**src/rtl/mem_arbiter.sv**
```systemverilog
// Round-robin arbiter sharing one single-port memory between N_REQ requesters.
// One access in flight at a time: grant, issue, wait out the memory latency, acknowledge.
module mem_arbiter #(
    parameter int N_REQ   = 3,
    parameter int ADDR_W  = 8,
    parameter int DATA_W  = 8,
    parameter int MEM_LAT = 1
) (
    input  logic                    clk,
    input  logic                    reset,
    input  logic [N_REQ-1:0]        req,
    input  logic [N_REQ-1:0]        req_we,
    input  logic [N_REQ*ADDR_W-1:0] req_addr,
    input  logic [N_REQ*DATA_W-1:0] req_wdata,
    output logic [N_REQ-1:0]        gnt,
    output logic [N_REQ-1:0]        ack,
    output logic [DATA_W-1:0]       rdata,
    output logic                    busy,
    output logic                    mem_en,
    output logic                    mem_we,
    output logic [ADDR_W-1:0]       mem_addr,
    output logic [DATA_W-1:0]       mem_wdata,
    input  logic [DATA_W-1:0]       mem_rdata
);

    // state | meaning
    // IDLE  | arbitrating; also the ack cycle of the previous access
    // ISSUE | mem_en asserted with the latched command
    // WAIT  | memory latency beyond the first cycle (skipped when MEM_LAT=1)
    // DONE  | mem_rdata valid; capture and acknowledge at the edge
    localparam logic [1:0] S_IDLE  = 2'd0;
    localparam logic [1:0] S_ISSUE = 2'd1;
    localparam logic [1:0] S_WAIT  = 2'd2;
    localparam logic [1:0] S_DONE  = 2'd3;

    localparam int PTR_W = $clog2(N_REQ);
    localparam int PW1   = PTR_W + 1;
    localparam int CNT_W = (MEM_LAT > 2) ? $clog2(MEM_LAT - 1) : 1;
    localparam logic [PW1-1:0]   N_REQ_W  = PW1'(N_REQ);
    localparam logic [CNT_W-1:0] CNT_LOAD = CNT_W'((MEM_LAT > 1) ? MEM_LAT - 2 : 0);

    if (N_REQ < 2 || N_REQ > 4) begin : g_bad_n_req
        $error("mem_arbiter: N_REQ must be in 2..4");
    end
    if (MEM_LAT < 1) begin : g_bad_mem_lat
        $error("mem_arbiter: MEM_LAT must be >= 1");
    end

    logic [1:0]        state_q, state_d;
    logic [PTR_W-1:0]  rr_ptr_q, rr_ptr_d;
    logic [PTR_W-1:0]  owner_q, owner_d;
    logic              we_q, we_d;
    logic [ADDR_W-1:0] addr_q, addr_d;
    logic [DATA_W-1:0] wdata_q, wdata_d;
    logic [CNT_W-1:0]  cnt_q, cnt_d;
    logic [N_REQ-1:0]  ack_q, ack_d;
    logic [DATA_W-1:0] rdata_q, rdata_d;

    logic [ADDR_W-1:0] addr_arr  [N_REQ];
    logic [DATA_W-1:0] wdata_arr [N_REQ];

    for (genvar i = 0; i < N_REQ; i++) begin : g_unpack
        assign addr_arr[i]  = req_addr[i*ADDR_W +: ADDR_W];
        assign wdata_arr[i] = req_wdata[i*DATA_W +: DATA_W];
    end

    logic             win_found;
    logic [PTR_W-1:0] win_idx;
    logic [PW1-1:0]   cand;
    logic [PW1-1:0]   rr_next;

    // Scan downward from the farthest offset so the closest requester to rr_ptr wins last.
    always_comb begin
        win_found = 1'b0;
        win_idx   = '0;
        cand      = '0;
        for (int k = N_REQ - 1; k >= 0; k--) begin
            cand = {1'b0, rr_ptr_q} + PW1'(k);
            if (cand >= N_REQ_W) begin
                cand = cand - N_REQ_W;
            end
            if (req[cand[PTR_W-1:0]]) begin
                win_found = 1'b1;
                win_idx   = cand[PTR_W-1:0];
            end
        end
        rr_next = {1'b0, win_idx} + PW1'(1);
        if (rr_next == N_REQ_W) begin
            rr_next = '0;
        end
    end

    always_comb begin
        gnt = '0;
        if (reset && state_q == S_IDLE && win_found) begin
            gnt[win_idx] = 1'b1;
        end
    end

    always_comb begin
        state_d  = state_q;
        rr_ptr_d = rr_ptr_q;
        owner_d  = owner_q;
        we_d     = we_q;
        addr_d   = addr_q;
        wdata_d  = wdata_q;
        cnt_d    = cnt_q;
        ack_d    = '0;
        rdata_d  = rdata_q;
        case (state_q)
            S_IDLE: begin
                if (win_found) begin
                    state_d  = S_ISSUE;
                    owner_d  = win_idx;
                    we_d     = req_we[win_idx];
                    addr_d   = addr_arr[win_idx];
                    wdata_d  = wdata_arr[win_idx];
                    rr_ptr_d = rr_next[PTR_W-1:0];
                end
            end
            S_ISSUE: begin
                if (MEM_LAT == 1) begin
                    state_d = S_DONE;
                end else begin
                    cnt_d   = CNT_LOAD;
                    state_d = S_WAIT;
                end
            end
            S_WAIT: begin
                if (cnt_q == '0) begin
                    state_d = S_DONE;
                end else begin
                    cnt_d = cnt_q - CNT_W'(1);
                end
            end
            S_DONE: begin
                ack_d[owner_q] = 1'b1;
                if (!we_q) begin
                    rdata_d = mem_rdata;
                end
                state_d = S_IDLE;
            end
            default: state_d = S_IDLE;
        endcase
    end

    always_ff @(posedge clk or negedge reset) begin
        if (!reset) begin
            state_q  <= S_IDLE;
            rr_ptr_q <= '0;
            owner_q  <= '0;
            we_q     <= 1'b0;
            addr_q   <= '0;
            wdata_q  <= '0;
            cnt_q    <= '0;
            ack_q    <= '0;
            rdata_q  <= '0;
        end else begin
            state_q  <= state_d;
            rr_ptr_q <= rr_ptr_d;
            owner_q  <= owner_d;
            we_q     <= we_d;
            addr_q   <= addr_d;
            wdata_q  <= wdata_d;
            cnt_q    <= cnt_d;
            ack_q    <= ack_d;
            rdata_q  <= rdata_d;
        end
    end

    // Strobes decode the registered state so an async reset drops them at once.
    assign busy      = (state_q != S_IDLE);
    assign mem_en    = (state_q == S_ISSUE);
    assign mem_we    = mem_en & we_q;
    assign mem_addr  = addr_q;
    assign mem_wdata = wdata_q;
    assign ack       = ack_q;
    assign rdata     = rdata_q;

endmodule
```
**config.mk**
```make
export PLATFORM = sky130hd
export DESIGN_NAME = mem_arbiter
export DESIGN_NICKNAME = d
export VERILOG_FILES = /design/src/rtl/mem_arbiter.sv
export SDC_FILE = /design/constraint.sdc
export NUM_CORES = 1
export LEC_CHECK = 0
export CAP_MARGIN = 20
export CORE_MARGIN = 2
export CORE_UTILIZATION = 41
export CTS_CLUSTER_SIZE = 12
export DETAILED_ROUTE_END_ITERATION = 7
export MAX_ROUTING_LAYER = met4
export PLACE_DENSITY = 0.86
export SLEW_MARGIN = 10
export SYNTH_ARGS = -nofsm -noshare
export SYNTH_HDL_FRONTEND = slang
export SYNTH_SLANG_ARGS = --single-unit
```
**constraint.sdc**
```tcl
create_clock -name clk -period 2.64 [get_ports clk]
set_input_delay 0.528 -clock clk [delete_from_list [all_inputs] [get_ports clk]]
set_output_delay 0.528 -clock clk [all_outputs]
set_load 0.05 [all_outputs]
```
==> metrics.cfg, run 1 <==
[routing]
drt-initial-drc-count = 161
via_count = 1907
viasPerCell = 5.11
wl_mm = 5.69
avgRoutedWirePerCell_um = 15.3
drtAntennaViolNets = 0
firstDrtPassIters = 4
drc_errors = 0

[power_and_ir_drop]
power_frac_comb_pct = 70.3
p_total_uw = 4710
switchingPower_uw = 2220
p_sw_share_pct = 47.1
p_leak_uw = 0.00151
p_per_area_nw_per_um2 = 1370
pwr-share-seq_pct = 19.7
p_int_uw = 2490
ir_drop_uv = 673
power_frac_clock_pct = 10.0

[die]
rows = 25
dieWidth_um = 74.1
core_area_um2 = 4720
io_pins = 97
dieArea_um2 = 5490
fp.dieH_um = 74.1
initial_core_util_pct = 42.7

[placed_design]
placed_cell_area_um2 = 3200
gp_congestion = 0.861
portBuffers = 96
dp_hpwl_mm = 4.28

[logic_synthesis]
netlist_area_um2 = 2020
ys_ff_latch = 34
synth_warnings = 0
synth_fp_nets = 258
yosysTopAreaCellShare_pct = 42.2
ys_seq_area_share_pct = 42.2
synth_top_area_cell = dfrtp_1
synthCells = 187
syn_avg_cell_area_um2 = 10.8
synth_cell_type_count = 41
synth_area_leaders = dfrtp_1 (42%), mux2i_1 (9.9%), mux2_2 (5.0%)

[clocking]
hold_buffers = 0
cts_num_sinks = 34
cts-htree-levels = 2
tritoncts = built
clock_latency_ps = 280
clock_path_buffers = 2
cts-buffers-inserted = 5
clk_transition_reported_paths_ps = 70
root_buffer = clkbuf_8

[worst_setup_path]
path_depth = 8
cp-start-kind = flop
cp-startpoint = rr_ptr_q[0]
r2r-end = mem_wdata[2]
r2r_setup_slack_ps = 270
setup.worst_path.end_class = output pin
cp.required_ps = 2110
worstSetupPathType = reg2out
crit_fanout = 5
r2r_start = rr_ptr_q[0]
critPathBufInv = 2
critical-path-top-delay-family = simple AND/OR/NAND/NOR gates
crit_chain = buf_4 > ha_4 > or2b_4 > a21boi_4 > o41a_1 > nand2_4 > nor4_4 > buf_12
worstPathArrival_ps = 2180
worstRegToRegCells = 10
crit_slowest_cell = dfrtp_1
critPathCapture = gnt[1]
cp_slowest_stage_delay_ps = 400

[sta]
fin_setup_tns_ps = -167
layout_setup_ws_ps = -71.2
hold_viol = 0
hold_ws_ps = 336
fmaxAchievable_mhz = 369
finalCritPeriodShare_pct = 103
slew-limit-headroom_pct = 54.0
min_period_ps = 2710
fin_skew_ps = 5.56
slew_violations = 0
rsz0062_at_grt = yes
worst_pin_slew_ps = 689
setup_viol = 3

[grt]
track_usage_pct = 21.6
antenna_found_initial = 0
grt_pass1_wl_mm = 8.71
grt_pass1_vias = 1792
grt_max_degree = 35
overflow = 0

[final_layout]
design_area_um2 = 3450
area_delta_synth_final_pct = 71.1
layout_common_cells = clkdlybuf4s50_1 (89), dfrtp_1 (33), buf_4 (26)
n_antenna_cell = 0
drive_gt1_share_pct = 25.5
final_nets = 377
final_common_cell = clkdlybuf4s50_1

[outcome]
outcome = complete, but fails checks
failed_checks = negative setup slack

[hold_path]
min_path_type = in2async

[job]
drv_cap = 0

==> kinds of logic (layout without fill, tap and decap cells) <==
| family | after synthesis | in the layout | share of synthesized area (%) |
|---|---|---|---|
| AO/OA/AOI/OAI | 36 | 36 | 15.3 |
| adder cells (fa/ha/maj) | 7 | 7 | 4.34 |
| buffers and inverters | 19 | 138 | 7.32 |
| flip-flops | 34 | 34 | 42.2 |
| multiplexers | 29 | 29 | 15.0 |
| AND/OR/NAND/NOR | 62 | 62 | 15.8 |
==> repair_timing <==
item	CTS	global route
buffers inserted	6	1
cloned	0	0
endpoints found under the hold margin	0	0
pin swaps	7	2
resized for setup	18	3
setup endpoints to repair	3	3
==> power by group through the flow <==
stage / combinational (uW) / clock (uW) / sequential [uW]
finish: 3310 / 472 / 926
global route: 3500 / 501 / 958
CTS: 3270 / 481 / 929
detailed placement: 3070 / 0 / 928
global placement: 3030 / 0 / 916
floorplan: 1420 / 0 / 1600
==> synth_stat cells, drive strengths merged <==
library cell  instances
clkbuf                2
o41a                  1
nor2b                 2
buf                  11
a21oi                 4
and2                  1
mux2i                20
a21o                  3
and3b                 3
a21boi                1
o41ai                 1
o21ai                 2
and3                  1
mux2                  9
nor4                  3
nand3b                2
a2bb2oi               1
nand2                24
o21a                  2
dfrtp                34
o221ai                1
nor2                  3
o211ai               17
ha                    7
inv                   6
o22ai                 2
nand2b                2
nor3b                 1
a22oi                 1
or2b                  3
nand3                17
==> routing by layer <==
metal  track usage (%)  vias up  share of wire [%]
met5                 -        -                  0
met1              26.7      884                 41
met3              6.37       12                9.2
met4              6.26        0                1.9
met2              34.3       98                 48
li1                  -      913                  -
==> through the flow <==
| stage | instances | worst slack, ps | util, % |
|---|---|---|---|
| 6_report | 373 | -71.2 | 73.0 |
| 5_1_grt | 373 | -130 | 73.0 |
| 4_1_cts | 372 | -57.8 | 72.6 |
| 3_5_place_dp | 359 | -160 | 67.7 |
| 3_3_place_gp | 359 | -123 | 67.7 |
| 2_1_floorplan | 187 | -80.2 | - |
==> area by class of cell <==
class	count	area, um^2
clock buffers	6	82.6
clock inverters	1	30.0
fillers	333	1270
inverters	6	22.5
multi-input cells	134	1160
flip-flops and latches	34	852
well taps	67	83.8
repair buffers	125	1220
==> state kept, by name (all words and copies together) (netlist names) <==
name,cells
rr_ptr_q,2
rdata,8
ack,3
owner_q,2
mem_wdata,8
state_q,2
mem_addr,8
we_q,1
==> how the worst min path moves through the flow <==
stage	from	endpoint	slack (ps)	cells after the start
after floorplan	reset	ack[0]	230	0
after global placement	mem_addr[6]	mem_addr[6]	470	2
after detailed placement	owner_q[1]	ack[0]	470	1
after CTS	reset	state_q[0]	340	2
after global routing	reset	mem_addr[6]	380	2
final	reset	rdata[2]	340	2
(Power assumes the default switching activity.)
==> run 2: changes to the inputs <==
--- a/config.mk
+++ b/config.mk
@@ -8,6 +8,7 @@
 export CAP_MARGIN = 20
 export CORE_MARGIN = 2
 export CORE_UTILIZATION = 41
+export CTS_CLUSTER_DIAMETER = 150
 export CTS_CLUSTER_SIZE = 12
 export DETAILED_ROUTE_END_ITERATION = 7
 export MAX_ROUTING_LAYER = met4
==> results of run 2 <==
No change in the layout: final DEF, timing and power equal those of run 1.
==> run 3: changes to the inputs <==
--- a/config.mk
+++ b/config.mk
@@ -5,12 +5,13 @@
 export SDC_FILE = /design/constraint.sdc
 export NUM_CORES = 1
 export LEC_CHECK = 0
-export CAP_MARGIN = 20
+export CAP_MARGIN = 15
 export CORE_MARGIN = 2
 export CORE_UTILIZATION = 41
 export CTS_CLUSTER_DIAMETER = 150
 export CTS_CLUSTER_SIZE = 12
 export DETAILED_ROUTE_END_ITERATION = 7
+export GPL_TIMING_DRIVEN = 0
 export MAX_ROUTING_LAYER = met4
 export PLACE_DENSITY = 0.86
 export SLEW_MARGIN = 10
==> metrics.cfg, run 3 (same netlist as run 1, synthesis figures left out) <==
[sta]
fin_skew_ps = 2.71
fin_setup_tns_ps = -516
finalCritPeriodShare_pct = 107
fmaxAchievable_mhz = 353
min_period_ps = 2840
hold_viol = 0
slew-limit-headroom_pct = 45.3
hold_ws_ps = 346
worst_pin_slew_ps = 821
layout_setup_ws_ps = -195
rsz0062_at_grt = yes
slew_violations = 0
setup_viol = 3

[clocking]
root_buffer = clkbuf_8
clk_transition_reported_paths_ps = 60
clock_latency_ps = 270
cts_num_sinks = 34
cts-buffers-inserted = 5
clock_path_buffers = 2
cts-htree-levels = 2
tritoncts = built
hold_buffers = 0

[final_layout]
area_delta_synth_final_pct = 67.0
final_nets = 375
drive_gt1_share_pct = 23.7
fillCellCount = 340
final_common_cell = clkdlybuf4s50_1
stdcell_count = 371
layout_common_cells = clkdlybuf4s50_1 (90), dfrtp_1 (32), nand2_1 (22)
n_antenna_cell = 0

[routing]
wl_mm = 5.38
via_count = 1891
drt-initial-drc-count = 63
viasPerCell = 5.10
firstDrtPassIters = 4
drc_errors = 0
avgRoutedWirePerCell_um = 14.5
drtAntennaViolNets = 0

[power_and_ir_drop]
ir_drop_uv = 759
p_per_area_nw_per_um2 = 1340
p_leak_uw = 0.00147
p_total_uw = 4510

[grt]
antenna_found_initial = 0
grt_max_degree = 36
overflow = 0
grt_pass1_wl_mm = 8.47
track_usage_pct = 20.9
grt_pass1_vias = 1812

[placed_design]
gp_congestion = 0.831
portBuffers = 96
dp_hpwl_mm = 3.90
pre_cts_slack_ps = -1090
dpl.cell_count = 350

[worst_setup_path]
cp-start-kind = input port
r2r_setup_slack_ps = 200
cp.required_ps = 2110
crit_fanout = 6
worstPathArrival_ps = 2310
setup.worst_path.end_class = output pin
worstSetupPathType = in2out

[die]
initial_core_util_pct = 42.7
fp.dieH_um = 74.1
core_area_um2 = 4720
io_pins = 97
dieArea_um2 = 5490
rows = 25
dieWidth_um = 74.1

[job]
drv_cap = 0

[hold_path]
min_path_type = in2async

[outcome]
failed_checks = negative setup slack
outcome = complete, but fails checks

-- run 3: worst paths after layout --
kind / start / endpoint / depth (start not counted)
max in group asynchronous: reset / rr_ptr_q[0] / 1
worst max register to register: rr_ptr_q[0] / mem_addr[1] / 10
worst min-delay path: reset / rdata[6] / 1
min in group clk: owner_q[0] / ack[0] / 1
worst min register to register: owner_q[0] / ack[0] / 1
worst max-delay path: req[2] / gnt[1] / 8
-- run 3: metrics by stage --
stage	cell area, um^2	utilization (%)
2_1_floorplan	2050	-
3_3_place_gp	3100	65.6
3_5_place_dp	3090	65.5
4_1_cts	3330	70.4
5_1_grt	3370	71.3
6_report	3370	71.3
-- run 3: layer usage --
layer	track usage (%)	vias to the layer above	part of all wire, %	wire [um]
li1	-	907	-	-
met1	25.4	889	42	2250
met2	34.0	87	50	2670
met3	5.01	8	7.3	393
met4	7.07	0	1.2	63
met5	-	-	0	0
-- run 3: repair_timing --
action | CTS | global route
pin swaps | 5 | 0
gates resized for setup | 36 | 7
cloned | 1 | 0
endpoints found under the hold margin | 0 | 0
endpoints found under the setup margin | 3 | 3
buffers inserted | 12 | 1
-- run 3: final cells by class --
| class | count | area (um^2) | share of cell area [%] |
|---|---|---|---|
| Buffer | 13 | 136 | 4.05 |
| Timing Repair Buffer | 110 | 1070 | 31.7 |
| Multi-Input combinational cell | 134 | 1130 | 33.5 |
| Inverter | 6 | 22.5 | 0.669 |
| Sequential cell | 34 | 853 | 25.4 |
| Clock buffer | 7 | 76.3 | 2.27 |
| Tap cell | 67 | 83.8 | 2.49 |
-- run 3: worst max-delay path, stage by stage --
cell	delay (ps)
clkdlybuf4s50_1	620
mux2i_4	120
o21ai_2	220
o41a_1	220
buf_6	130
nand2_8	60
nor4_4	210
buf_6	200
-- run 3: report_power, final --
part | internal [uW] | switching [uW]
logic | 1400 | 1830
clock network | 181 | 165
registers | 781 | 151
